### src/rtl/str_seq_pkg.sv
// Shared types and constants for the two-buffer string command sequencer.
// Holds the opcode and FSM state encodings, the default buffer size and the CMP result codes.
package str_seq_pkg;

    localparam int MAXLEN_DEF = 16;

    typedef enum logic [2:0] {
        OP_CLR    = 3'd0,
        OP_APPEND = 3'd1,
        OP_PUTC   = 3'd2,
        OP_GETC   = 3'd3,
        OP_LEN    = 3'd4,
        OP_UPPER  = 3'd5,
        OP_CMP    = 3'd6,
        OP_COPY   = 3'd7
    } op_e;

    typedef enum logic [2:0] {
        ST_IDLE  = 3'd0,
        ST_UPPER = 3'd1,
        ST_CMP   = 3'd2,
        ST_COPY  = 3'd3,
        ST_RESP  = 3'd4
    } state_e;

    localparam logic [7:0] CMP_LT = 8'hFF;
    localparam logic [7:0] CMP_EQ = 8'h00;
    localparam logic [7:0] CMP_GT = 8'h01;

    // ASCII lower-case letters map to upper case; every other byte passes through.
    function automatic logic [7:0] to_upper(input logic [7:0] c);
        if ((c >= 8'h61) && (c <= 8'h7A)) begin
            return c - 8'h20;
        end else begin
            return c;
        end
    endfunction

endpackage

### src/rtl/str_cmd_seq_buf.sv
// String buffer: byte array plus length register, one write port and two asynchronous read ports.
// Only the length is reset; bytes at or beyond the length are never observed.
module str_buf
    import str_seq_pkg::*;
#(
    parameter int MAXLEN = MAXLEN_DEF,
    parameter int IW     = $clog2(MAXLEN)
) (
    input  logic          clk,
    input  logic          rst,
    input  logic          wr_en,
    input  logic [IW-1:0] wr_idx,
    input  logic [7:0]    wr_data,
    input  logic          len_we,
    input  logic [IW:0]   len_wdata,
    input  logic [IW-1:0] rd_idx_a,
    output logic [7:0]    rd_data_a,
    input  logic [IW-1:0] rd_idx_b,
    output logic [7:0]    rd_data_b,
    output logic [IW:0]   len
);

    logic [7:0]  mem_r [MAXLEN];
    logic [IW:0] len_r;

    // Byte storage write port.
    always_ff @(posedge clk) begin
        if (wr_en) begin
            mem_r[wr_idx] <= wr_data;
        end
    end

    // Length register, cleared by reset.
    always_ff @(posedge clk) begin
        if (rst) begin
            len_r <= '0;
        end else if (len_we) begin
            len_r <= len_wdata;
        end
    end

    assign rd_data_a = mem_r[rd_idx_a];
    assign rd_data_b = mem_r[rd_idx_b];
    assign len       = len_r;

endmodule

### src/rtl/str_cmd_seq.sv
// Command sequencer over two string buffers A and B: single-cycle edits and reads,
// plus byte-serial UPPER, CMP and COPY driven by a shared index counter.
module str_cmd_seq
    import str_seq_pkg::*;
#(
    parameter int MAXLEN = MAXLEN_DEF,
    parameter int IW     = $clog2(MAXLEN)
) (
    input  logic          clk,
    input  logic          rst,
    input  logic          cmd_valid,
    output logic          cmd_ready,
    input  logic [2:0]    cmd_op,
    input  logic          cmd_sel,
    input  logic [IW-1:0] cmd_idx,
    input  logic [7:0]    cmd_data,
    output logic          rsp_valid,
    input  logic          rsp_ready,
    output logic [7:0]    rsp_data,
    output logic          rsp_err,
    output logic          busy
);

    localparam logic [IW:0] MAXLEN_C = (IW+1)'(MAXLEN);
    localparam logic [IW:0] ONE_C    = (IW+1)'(1);

    state_e        state_r, state_nx_s;
    logic [IW:0]   idx_r, idx_nx_s, step_s, min_len_s;
    logic          sel_r, sel_nx_s;
    logic [7:0]    rsp_data_r, rsp_data_nx_s;
    logic          rsp_err_r, rsp_err_nx_s;

    logic [1:0]          wr_en_s, len_we_s;
    logic [IW-1:0]       wr_idx_s;
    logic [7:0]          wr_data_s;
    logic [IW:0]         len_wdata_s;
    logic [1:0][IW:0]    len_s;
    logic [1:0][7:0]     rd_a_s, rd_b_s;

    str_buf #(.MAXLEN(MAXLEN), .IW(IW)) u_buf_a (
        .clk(clk), .rst(rst),
        .wr_en(wr_en_s[0]), .wr_idx(wr_idx_s), .wr_data(wr_data_s),
        .len_we(len_we_s[0]), .len_wdata(len_wdata_s),
        .rd_idx_a(cmd_idx), .rd_data_a(rd_a_s[0]),
        .rd_idx_b(idx_r[IW-1:0]), .rd_data_b(rd_b_s[0]),
        .len(len_s[0])
    );

    str_buf #(.MAXLEN(MAXLEN), .IW(IW)) u_buf_b (
        .clk(clk), .rst(rst),
        .wr_en(wr_en_s[1]), .wr_idx(wr_idx_s), .wr_data(wr_data_s),
        .len_we(len_we_s[1]), .len_wdata(len_wdata_s),
        .rd_idx_a(cmd_idx), .rd_data_a(rd_a_s[1]),
        .rd_idx_b(idx_r[IW-1:0]), .rd_data_b(rd_b_s[1]),
        .len(len_s[1])
    );

    assign step_s    = idx_r + ONE_C;
    assign min_len_s = (len_s[0] < len_s[1]) ? len_s[0] : len_s[1];

    // Next-state, buffer write controls and response capture.
    always_comb begin
        state_nx_s    = state_r;
        idx_nx_s      = idx_r;
        sel_nx_s      = sel_r;
        rsp_data_nx_s = rsp_data_r;
        rsp_err_nx_s  = rsp_err_r;
        wr_en_s       = 2'b00;
        len_we_s      = 2'b00;
        wr_idx_s      = '0;
        wr_data_s     = 8'h00;
        len_wdata_s   = '0;
        case (state_r)
            ST_IDLE: begin
                if (cmd_valid && cmd_ready) begin
                    sel_nx_s      = cmd_sel;
                    idx_nx_s      = '0;
                    rsp_data_nx_s = 8'h00;
                    rsp_err_nx_s  = 1'b0;
                    state_nx_s    = ST_RESP;
                    case (op_e'(cmd_op))
                        OP_CLR: begin
                            len_we_s[cmd_sel] = 1'b1;
                        end
                        OP_APPEND: begin
                            if (len_s[cmd_sel] < MAXLEN_C) begin
                                wr_en_s[cmd_sel]  = 1'b1;
                                wr_idx_s          = len_s[cmd_sel][IW-1:0];
                                wr_data_s         = cmd_data;
                                len_we_s[cmd_sel] = 1'b1;
                                len_wdata_s       = len_s[cmd_sel] + ONE_C;
                            end else begin
                                rsp_err_nx_s = 1'b1;
                            end
                        end
                        OP_PUTC: begin
                            if (({1'b0, cmd_idx} < len_s[cmd_sel]) && (cmd_data != 8'h00)) begin
                                wr_en_s[cmd_sel] = 1'b1;
                                wr_idx_s         = cmd_idx;
                                wr_data_s        = cmd_data;
                            end else begin
                                rsp_err_nx_s = 1'b1;
                            end
                        end
                        OP_GETC: begin
                            if ({1'b0, cmd_idx} < len_s[cmd_sel]) begin
                                rsp_data_nx_s = rd_a_s[cmd_sel];
                            end else begin
                                rsp_err_nx_s = 1'b1;
                            end
                        end
                        OP_LEN: begin
                            rsp_data_nx_s = 8'(len_s[cmd_sel]);
                        end
                        OP_UPPER: begin
                            if (len_s[cmd_sel] != '0) begin
                                state_nx_s = ST_UPPER;
                            end else begin
                                state_nx_s = ST_RESP;
                            end
                        end
                        OP_CMP: begin
                            state_nx_s = ST_CMP;
                        end
                        OP_COPY: begin
                            // An empty source finishes at once with an empty destination.
                            if (len_s[~cmd_sel] != '0) begin
                                state_nx_s = ST_COPY;
                            end else begin
                                len_we_s[cmd_sel] = 1'b1;
                            end
                        end
                        default: begin
                            rsp_err_nx_s = 1'b1;
                        end
                    endcase
                end else begin
                    state_nx_s = ST_IDLE;
                end
            end
            ST_UPPER: begin
                wr_en_s[sel_r] = 1'b1;
                wr_idx_s       = idx_r[IW-1:0];
                wr_data_s      = to_upper(rd_b_s[sel_r]);
                if (step_s == len_s[sel_r]) begin
                    state_nx_s = ST_RESP;
                end else begin
                    idx_nx_s = step_s;
                end
            end
            ST_CMP: begin
                if (idx_r == min_len_s) begin
                    if (len_s[0] < len_s[1]) begin
                        rsp_data_nx_s = CMP_LT;
                    end else if (len_s[0] > len_s[1]) begin
                        rsp_data_nx_s = CMP_GT;
                    end else begin
                        rsp_data_nx_s = CMP_EQ;
                    end
                    state_nx_s = ST_RESP;
                end else if (rd_b_s[0] != rd_b_s[1]) begin
                    rsp_data_nx_s = (rd_b_s[0] < rd_b_s[1]) ? CMP_LT : CMP_GT;
                    state_nx_s    = ST_RESP;
                end else begin
                    idx_nx_s = step_s;
                end
            end
            ST_COPY: begin
                wr_en_s[sel_r] = 1'b1;
                wr_idx_s       = idx_r[IW-1:0];
                wr_data_s      = rd_b_s[~sel_r];
                if (step_s == len_s[~sel_r]) begin
                    len_we_s[sel_r] = 1'b1;
                    len_wdata_s     = len_s[~sel_r];
                    state_nx_s      = ST_RESP;
                end else begin
                    idx_nx_s = step_s;
                end
            end
            ST_RESP: begin
                if (rsp_ready) begin
                    state_nx_s = ST_IDLE;
                end else begin
                    state_nx_s = ST_RESP;
                end
            end
            default: begin
                state_nx_s = ST_IDLE;
            end
        endcase
    end

    // FSM, index counter and response registers.
    always_ff @(posedge clk) begin
        if (rst) begin
            state_r    <= ST_IDLE;
            idx_r      <= '0;
            sel_r      <= 1'b0;
            rsp_data_r <= 8'h00;
            rsp_err_r  <= 1'b0;
        end else begin
            state_r    <= state_nx_s;
            idx_r      <= idx_nx_s;
            sel_r      <= sel_nx_s;
            rsp_data_r <= rsp_data_nx_s;
            rsp_err_r  <= rsp_err_nx_s;
        end
    end

    assign cmd_ready = (state_r == ST_IDLE) && !rst;
    assign rsp_valid = (state_r == ST_RESP) && !rst;
    assign busy      = ((state_r == ST_UPPER) || (state_r == ST_CMP) || (state_r == ST_COPY)) && !rst;
    assign rsp_data  = rsp_data_r;
    assign rsp_err   = rsp_err_r;

endmodule
### config.mk
export PLATFORM = sky130hd
export DESIGN_NAME = str_cmd_seq
export DESIGN_NICKNAME = d
export VERILOG_FILES = /design/src/rtl/str_seq_pkg.sv /design/src/rtl/str_cmd_seq_buf.sv /design/src/rtl/str_cmd_seq.sv
export SDC_FILE = /design/constraint.sdc
export NUM_CORES = 1
export LEC_CHECK = 0
export CAP_MARGIN = 25
export CORE_ASPECT_RATIO = 2
export CORE_MARGIN = 2
export CORE_UTILIZATION = 55
export CTS_CLUSTER_SIZE = 25
export DETAILED_ROUTE_END_ITERATION = 16
export GPL_ROUTABILITY_DRIVEN = 0
export PLACE_DENSITY = 0.69
export SLEW_MARGIN = 20
export SYNTH_ARGS = -nofsm -noshare
export SYNTH_HDL_FRONTEND = slang
export SYNTH_SLANG_ARGS = --single-unit
### constraint.sdc
create_clock -name clk -period 4.9 [get_ports clk]
set_input_delay 0.98 -clock clk [delete_from_list [all_inputs] [get_ports clk]]
set_output_delay 0.98 -clock clk [all_outputs]
set_load 0.01 [all_outputs]
==> impl_results.md, run 1 <==
* Starting DRC count in detailed routing at 1132
* Clk sinks at 288
* Min-delay src: rsp_err
* Layout cells sized above 1 at 24.1%
* Vias/cell at 7.08
* Ports at 32
* Most frequent cells in the layout: 256 x edfxtp_1, 97 x mux4_2, 83 x buf_4
* Met1 GRT Util at 36.4%
* Total Nets Final at 1113
* Synth Register Bits at 288
* Synth-to-layout area growth at 12.0%
* Clk Latency, worst-skew pair at 0.56 ns
* Die footprint at 0.0293 mm^2
* Clock buffer depth at 3
* Clock transition at path regs at 0.06 ns
* Fin Hold WS at 0.489 ns
* Setup bufs post-CTS at 0
* DRT Wirelength at 49.9 mm
* Fillers at 2059
* Post-CTS Hold Buffers at 0
* Status: finished clean
* Die outline width at 122 um
* Yosys cell types at 74
* Final Max Slew Viols at 0
* Average size of a mapped cell at 15.4 um^2
* Final Power at 0.00502 W
* Peak supply drop at 0.286 mV
* Slew margin rel. at 33.4%
* RSZ-0062 raised after global routing: false
* Maxcap violations at 0
* Fmax at 0.221 GHz
* GRT overflow at 0
* Clock skew after layout at 0.0334 ns
* HP Class: reg -> reg
* CTS tree: done
* Pwr dens at 292 mW/mm^2
* Met3 usage at 8.06%
* Dpl hpwl at 35.6 mm
* Placeable Area at 0.0275 mm^2
* Least-Margin Pin Slew at 0.997 ns
* Met2 Usage GRT at 59.2%
* Setup TNS Final at 0 ns
* Cts repair resizes at 0
* Setup crit start kind: flop
* Clk root buf: clkbuf_16
* Leakage power at 5.83 nW
* Port buffer count at 31
* Vias in the first global route at 10.4k
* Setup CP Type: reg -> reg
* Number of synthesized flops with an enable pin at 256
* Antenna violations before repair at 5
* Post-Synthesis Cell Area at 0.0153 mm^2
* H-tree depth at 1
* Critical-path maximum fanout at 36
* R2R Setup Slk at 0.38 ns
* 1st-pass router iterations at 5
* Sequential share of the synthesized area at 54.3%
* GRT Total Usage at 35.3%
* Post-synth ARST share at 0%
* # DRC at 0
* Worst setup EP type: flop
* CTS Buf Count at 26
* Largest net degree at the start of global routing at 64
* Main synth FF type: edfxtp_1
* Ant diodes at 0
* Syn nets at 1037
* CP required at 5.37 ns
* Starting Density at 55.7%
* First-pass GRT wire length at 71.5 mm
* Die Ht at 240 um
* Mapped Cells at 997
* Critical Path AT at 4.99 ns
* Via count at 10.2k
* Post-layout util at 62.4%
* Hold Vio Cnt, Final at 0
* Commonest non-fill, non-tap cell in the layout: edfxtp_1
* GRT Max-Usage Layer: met2
* Site Rows at 86
* Tmin final at 4.52 ns
* Final setup fails at 0
* Synth warnings at 0
* Antenna Violating Nets Remaining at 0
* Period utilisation layout at 92.2%
* Wire per inst at 34.6 um
sequential cells by signal, summed over array words and instances (netlist names), named ones only:
| register | cells |
|---|---|
| sel_r | 1 |
| idx_r | 5 |
| rsp_err | 1 |
| state_r | 3 |
| u_buf_a.mem_r | 128 |
| rsp_data | 8 |
| u_buf_a.len | 5 |
| u_buf_b.len | 5 |
| u_buf_b.mem_r | 128 |
Yosys cell counts, types with 3 or more instances:
master | instances | area [um^2]
a31o_2 | 3 | 26.3
a31oi_1 | 11 | 68.8
mux4_1 | 43 | 1130
a41oi_1 | 3 | 26.3
ha_1 | 20 | 250
buf_6 | 6 | 67.6
a211oi_1 | 11 | 82.6
edfxtp_1 | 256 | 7690
clkinv_1 | 3 | 11.3
or4_1 | 4 | 30.0
xor2_1 | 9 | 78.8
o2111ai_1 | 7 | 61.3
buf_1 | 6 | 22.5
inv_1 | 22 | 82.6
o31ai_1 | 5 | 37.5
o211ai_1 | 6 | 45.0
nand2b_1 | 5 | 31.3
nor2b_1 | 8 | 50.1
a221oi_1 | 3 | 26.3
o21ai_0 | 22 | 110
and2_1 | 3 | 18.8
o21a_1 | 3 | 22.5
mux4_2 | 97 | 2180
dfxtp_1 | 32 | 641
or2_2 | 4 | 25.0
mux2i_1 | 49 | 490
mux2_2 | 21 | 236
o22ai_1 | 7 | 43.8
nand3_1 | 30 | 150
a21oi_1 | 21 | 105
buf_2 | 17 | 85.1
nor3_1 | 5 | 25.0
clkbuf_1 | 32 | 120
and3_1 | 5 | 31.3
xnor2_1 | 17 | 149
nand4_1 | 3 | 18.8
nor2_1 | 71 | 267
nand2_1 | 74 | 278
a22o_1 | 5 | 43.8
buf_12 | 4 | 80.1
nor4_1 | 4 | 25.0
stage by stage:
| stage | setup WS (ns) | instance area (um^2) | instances |
|---|---|---|---|
| after CTS | 0.542 | 17200 | 1445 |
| after floorplan | 0.720 | 15300 | 997 |
| after global routing | 0.203 | 17200 | 1445 |
| after global placement | 0.376 | 16400 | 1397 |
| final | 0.382 | 17200 | 1445 |
| after detailed placement | 0.235 | 16400 | 1397 |
worst max-delay path: stages (launching register included):
cell,delay [ns]
dfxtp_4,0.55
buf_12,0.31
buf_4,0.24
mux4_1,0.56
mux2_2,0.33
mux2i_1,0.21
ha_1,0.26
nand4_1,0.19
a2111oi_2,0.81
o2111ai_1,0.23
buf_4,0.23
or4_1,0.38
o21ai_0,0.10
report_power, final:
| part | leakage (nW) | internal [W] | switching, W |
|---|---|---|---|
| Combinational | 2.79 | 0.000161 | 0.000234 |
| Clock | 0.397 | 0.00104 | 0.000904 |
| Sequential | 2.64 | 0.00266 | 0.0000161 |
| Total | 5.83 | 0.00386 | 0.00115 |
layout make-up:
type	instances	area [um^2]	share of cell area [%]
clock buffers	32	673	3.92
multi-input cells	615	6500	37.8
well taps	352	440	2.56
inverters	25	93.8	0.546
repair buffers	117	1010	5.87
clock inverters	16	135	0.786
flip-flops and latches	288	8330	48.5
kinds of logic after synthesis:
family                     Yosys count  share of synthesized area, %
DFF                                288                          54.3
and+or+nand+nor                    226                          6.71
muxes                              211                          26.4
AOI/OAI and AO/OA                  132                          6.08
buffers and inverters               94                          3.35
xor gates and xnor gates            26                          1.48
adders and majority gates           20                          1.63
metal layers:
metal / vias up / wire [um]
met4: 8 / 5710
li1: 4212 / -
met2: 621 / 25100
met5: - / 56
met3: 242 / 3770
met1: 5144 / 15300
final timing paths:
| kind | endpoint | cells after the start |
|---|---|---|
| setup reg to reg | flop | 12 |
| hold reg to reg | rsp_err | 2 |
| hold / removal | rsp_err | 2 |
| setup / recovery | flop | 12 |
Power figures use the tool's default switching activity.
==> run 2, diff against run 1 <==
--- a/config.mk
+++ b/config.mk
@@ -12,7 +12,8 @@
 export CTS_CLUSTER_SIZE = 25
 export DETAILED_ROUTE_END_ITERATION = 16
 export GPL_ROUTABILITY_DRIVEN = 0
-export PLACE_DENSITY = 0.69
+export PLACE_DENSITY_LB_ADDON = 0.05
+export RECOVER_POWER = 25
 export SLEW_MARGIN = 20
 export SYNTH_ARGS = -nofsm -noshare
 export SYNTH_HDL_FRONTEND = slang
==> impl_results.md, run 2 (same netlist as run 1, synthesis figures left out) <==
* Setup bufs post-CTS at 0 (unchanged)
* Worst path bufs/invs at 5 (+2)
* Synth-to-layout area growth at 12.1% (about the same)
* Post-CTS Hold Buffers at 0 (unchanged)
* Dpl hpwl at 34.8 mm (-2.5%)
* GRT Total Usage at 33.4% (-1.9 points)
* Vias/cell at 6.87 (-2.9%)
* Via count at 9924 (-3.0%)
* Die Ht at 240 um (unchanged)
* First-pass GRT wire length at 68.2 mm (-4.6%)
* HP Class: reg -> reg
* Clock power frac at 40.3% (+1.5 points)
* H-tree depth at 1 (unchanged)
* Comb pwr share at 7.4% (-0.5 points)
* Fmax at 0.227 GHz (+2.6%)
* Clk root buf: clkbuf_16
* Placeable Area at 0.0275 mm^2 (unchanged)
* Design area at 0.0172 mm^2 (about the same)
* CP required at 5.13 ns (-0.24 ns)
* Vias in the first global route at 10.3k (-1.2%)
* Most frequent cells in the layout: 256 x edfxtp_1, 97 x mux4_2, 74 x nand2_1
* DRT Wirelength at 47.4 mm (-5.2%)
* Least-Margin Pin Slew at 0.975 ns (-0.0216 ns)
* Die footprint at 0.0293 mm^2 (unchanged)
* Clk Latency, worst-skew pair at 0.57 ns (about the same)
* CP top delay family: buffers and inverters
* P_sw at 0.00115 W (-0.17%)
* RSZ-0062 raised after global routing: false
* Clock buffer depth at 3 (unchanged)
* Sequential Power Share at 52.4% (-0.9 points)
* Peak supply drop at 0.354 mV (+24%)
* Critical path depth at 13 (+1)
* Total Nets Final at 1111 (-0.18%)
* Tmin final at 4.40 ns (-0.114 ns)
* Layout cells sized above 1 at 23.2% (-0.87 points)
* Setup TNS Final at 0 ns (unchanged)
* Site Rows at 86 (unchanged)
* Antenna Violating Nets Remaining at 0 (unchanged)
* Critical-path maximum fanout at 12 (-67%)
* Slew margin rel. at 34.5% (+1.1 points)
* Final Power at 0.00510 W (+1.7%)
* Period utilisation layout at 89.9% (-2.3 points)
* Ports at 32 (unchanged)
* Maxcap violations at 0 (unchanged)
* Worst setup EP type: flop
* Slowest cell on crit path: dlygate4sd3_1
* Worst hold stages at 2 (unchanged)
* Status: finished clean
* CTS Buf Count at 26 (unchanged)
* Internal at 0.00395 W (+2.3%)
* Largest net degree at the start of global routing at 39 (-39%)
* Setup crit start kind: input port
* Antenna violations before repair at 0 (-5)
* Wire per inst at 32.8 um (-5.1%)
* Setup CP Type: in -> reg
* Cells on worst reg2reg path at 12 (unchanged)
* Post-layout util at 62.4% (about the same)
* Die outline width at 122 um (unchanged)
* Cts repair resizes at 0 (unchanged)
* Hold Vio Cnt, Final at 0 (unchanged)
* Starting Density at 55.7% (unchanged)
* Cell mode on critical path: clkbuf_1
* 1st-pass router iterations at 8 (+3)
* Final Max Slew Viols at 0 (unchanged)
* Leakage power at 5.85 nW (+0.39%)
* Final setup fails at 0 (unchanged)
* Clock transition at path regs at 0.06 ns (about the same)
* Area post-placement at 0.0164 mm^2 (about the same)
* Critical Path AT at 4.64 ns (-0.35 ns)
* Clock skew after layout at 0.0261 ns (-0.00738 ns)
* Sw Ratio at 22.6% (-0.42 points)
* CP cell instances: dlygate4sd3_1, mux2_2, inv_1, ha_1, a21oi_1, nor2b_1, o31ai_1, clkbuf_1, nand3_1, a21oi_1, clkbuf_1, a22o_1, clkbuf_1
* CTS tree: done
* CP peak stage delay at 0.69 ns (-0.12 ns)
* Commonest non-fill, non-tap cell in the layout: edfxtp_1
* # DRC at 0 (unchanged)
* GRT overflow at 0 (unchanged)
* Starting DRC count in detailed routing at 934 (-17%)
* Clk sinks at 288 (unchanged)
* Pwr dens at 297 mW/mm^2 (+1.7%)
* Fin Hold WS at 0.497 ns (+0.00794 ns)
* Port buffer count at 31 (unchanged)
run 2: cell count changes in the layout (fill, tap and decap cells not counted), moves of 2 or more:
cell	delta
clkinv_2	-3
clkdlybuf4s50_1	-13
buf_4	-12
clkinv_1	+4
inv_4	-2
clkbuf_2	+4
clkbuf_1	+3
clkbuf_8	+2
dlygate4sd3_1	+13
clkbuf_16	+4
run 2: path summary, 6_finish.rpt:
path,start,end,slack (ns)
min reg2reg,rsp_err,rsp_err,0.50
max,cmd_sel,u_buf_b.mem_r[5][4],0.50
min,rsp_err,rsp_err,0.50
max reg2reg,flop,flop,0.53
run 2: area by class of cell:
class / instances / area [um^2]
multi-input cells: 615 / 6490
clock inverters: 13 / 77.6
inverters: 25 / 93.8
clock buffers: 35 / 790
well taps: 352 / 440
diodes: 1 / 2.50
flip-flops and latches: 288 / 8330
repair buffers: 115 / 961
fillers: 2115 / 10400
run 2: worst reg2reg max path: stages (launching register included):
cell and delay [ns]:
dfxtp_4 0.75, buf_12 0.32, mux4_1 0.63, nand2_1 0.10
nand2_1 0.18, o21ai_0 0.39, ha_1 0.22, nand4_1 0.15
a2111oi_2 0.63, o2111ai_1 0.20, buf_4 0.21, or4_1 0.39
o21ai_0 0.10
run 2: power groups by stage:
stage	Sequential, W	Combinational [W]	Clock, W
floorplan	0.00272	0.000232	0
global placement	0.00273	0.000372	0
detailed placement	0.00273	0.000374	0
CTS	0.00267	0.000376	0.00209
global route	0.00267	0.000395	0.00218
finish	0.00267	0.000376	0.00206
run 2: per-layer routing:
| layer | global-route usage, % | vias to the layer above | part of all wire, % |
|---|---|---|---|
| met2 | 57.3 | 474 | 51 |
| met4 | 29.9 | 0 | 12 |
| li1 | - | 4220 | - |
| met5 | 0 | - | 0 |
| met1 | 34.0 | 5045 | 31 |
| met3 | 5.95 | 185 | 6.2 |
run 2: stage by stage:
| stage | setup slack, ns | instances |
|---|---|---|
| floorplan | 0.720 | 997 |
| global placement | 0.328 | 1394 |
| detailed placement | 0.262 | 1395 |
| CTS | 0.544 | 1443 |
| global route | 0.270 | 1443 |
| finish | 0.496 | 1444 |
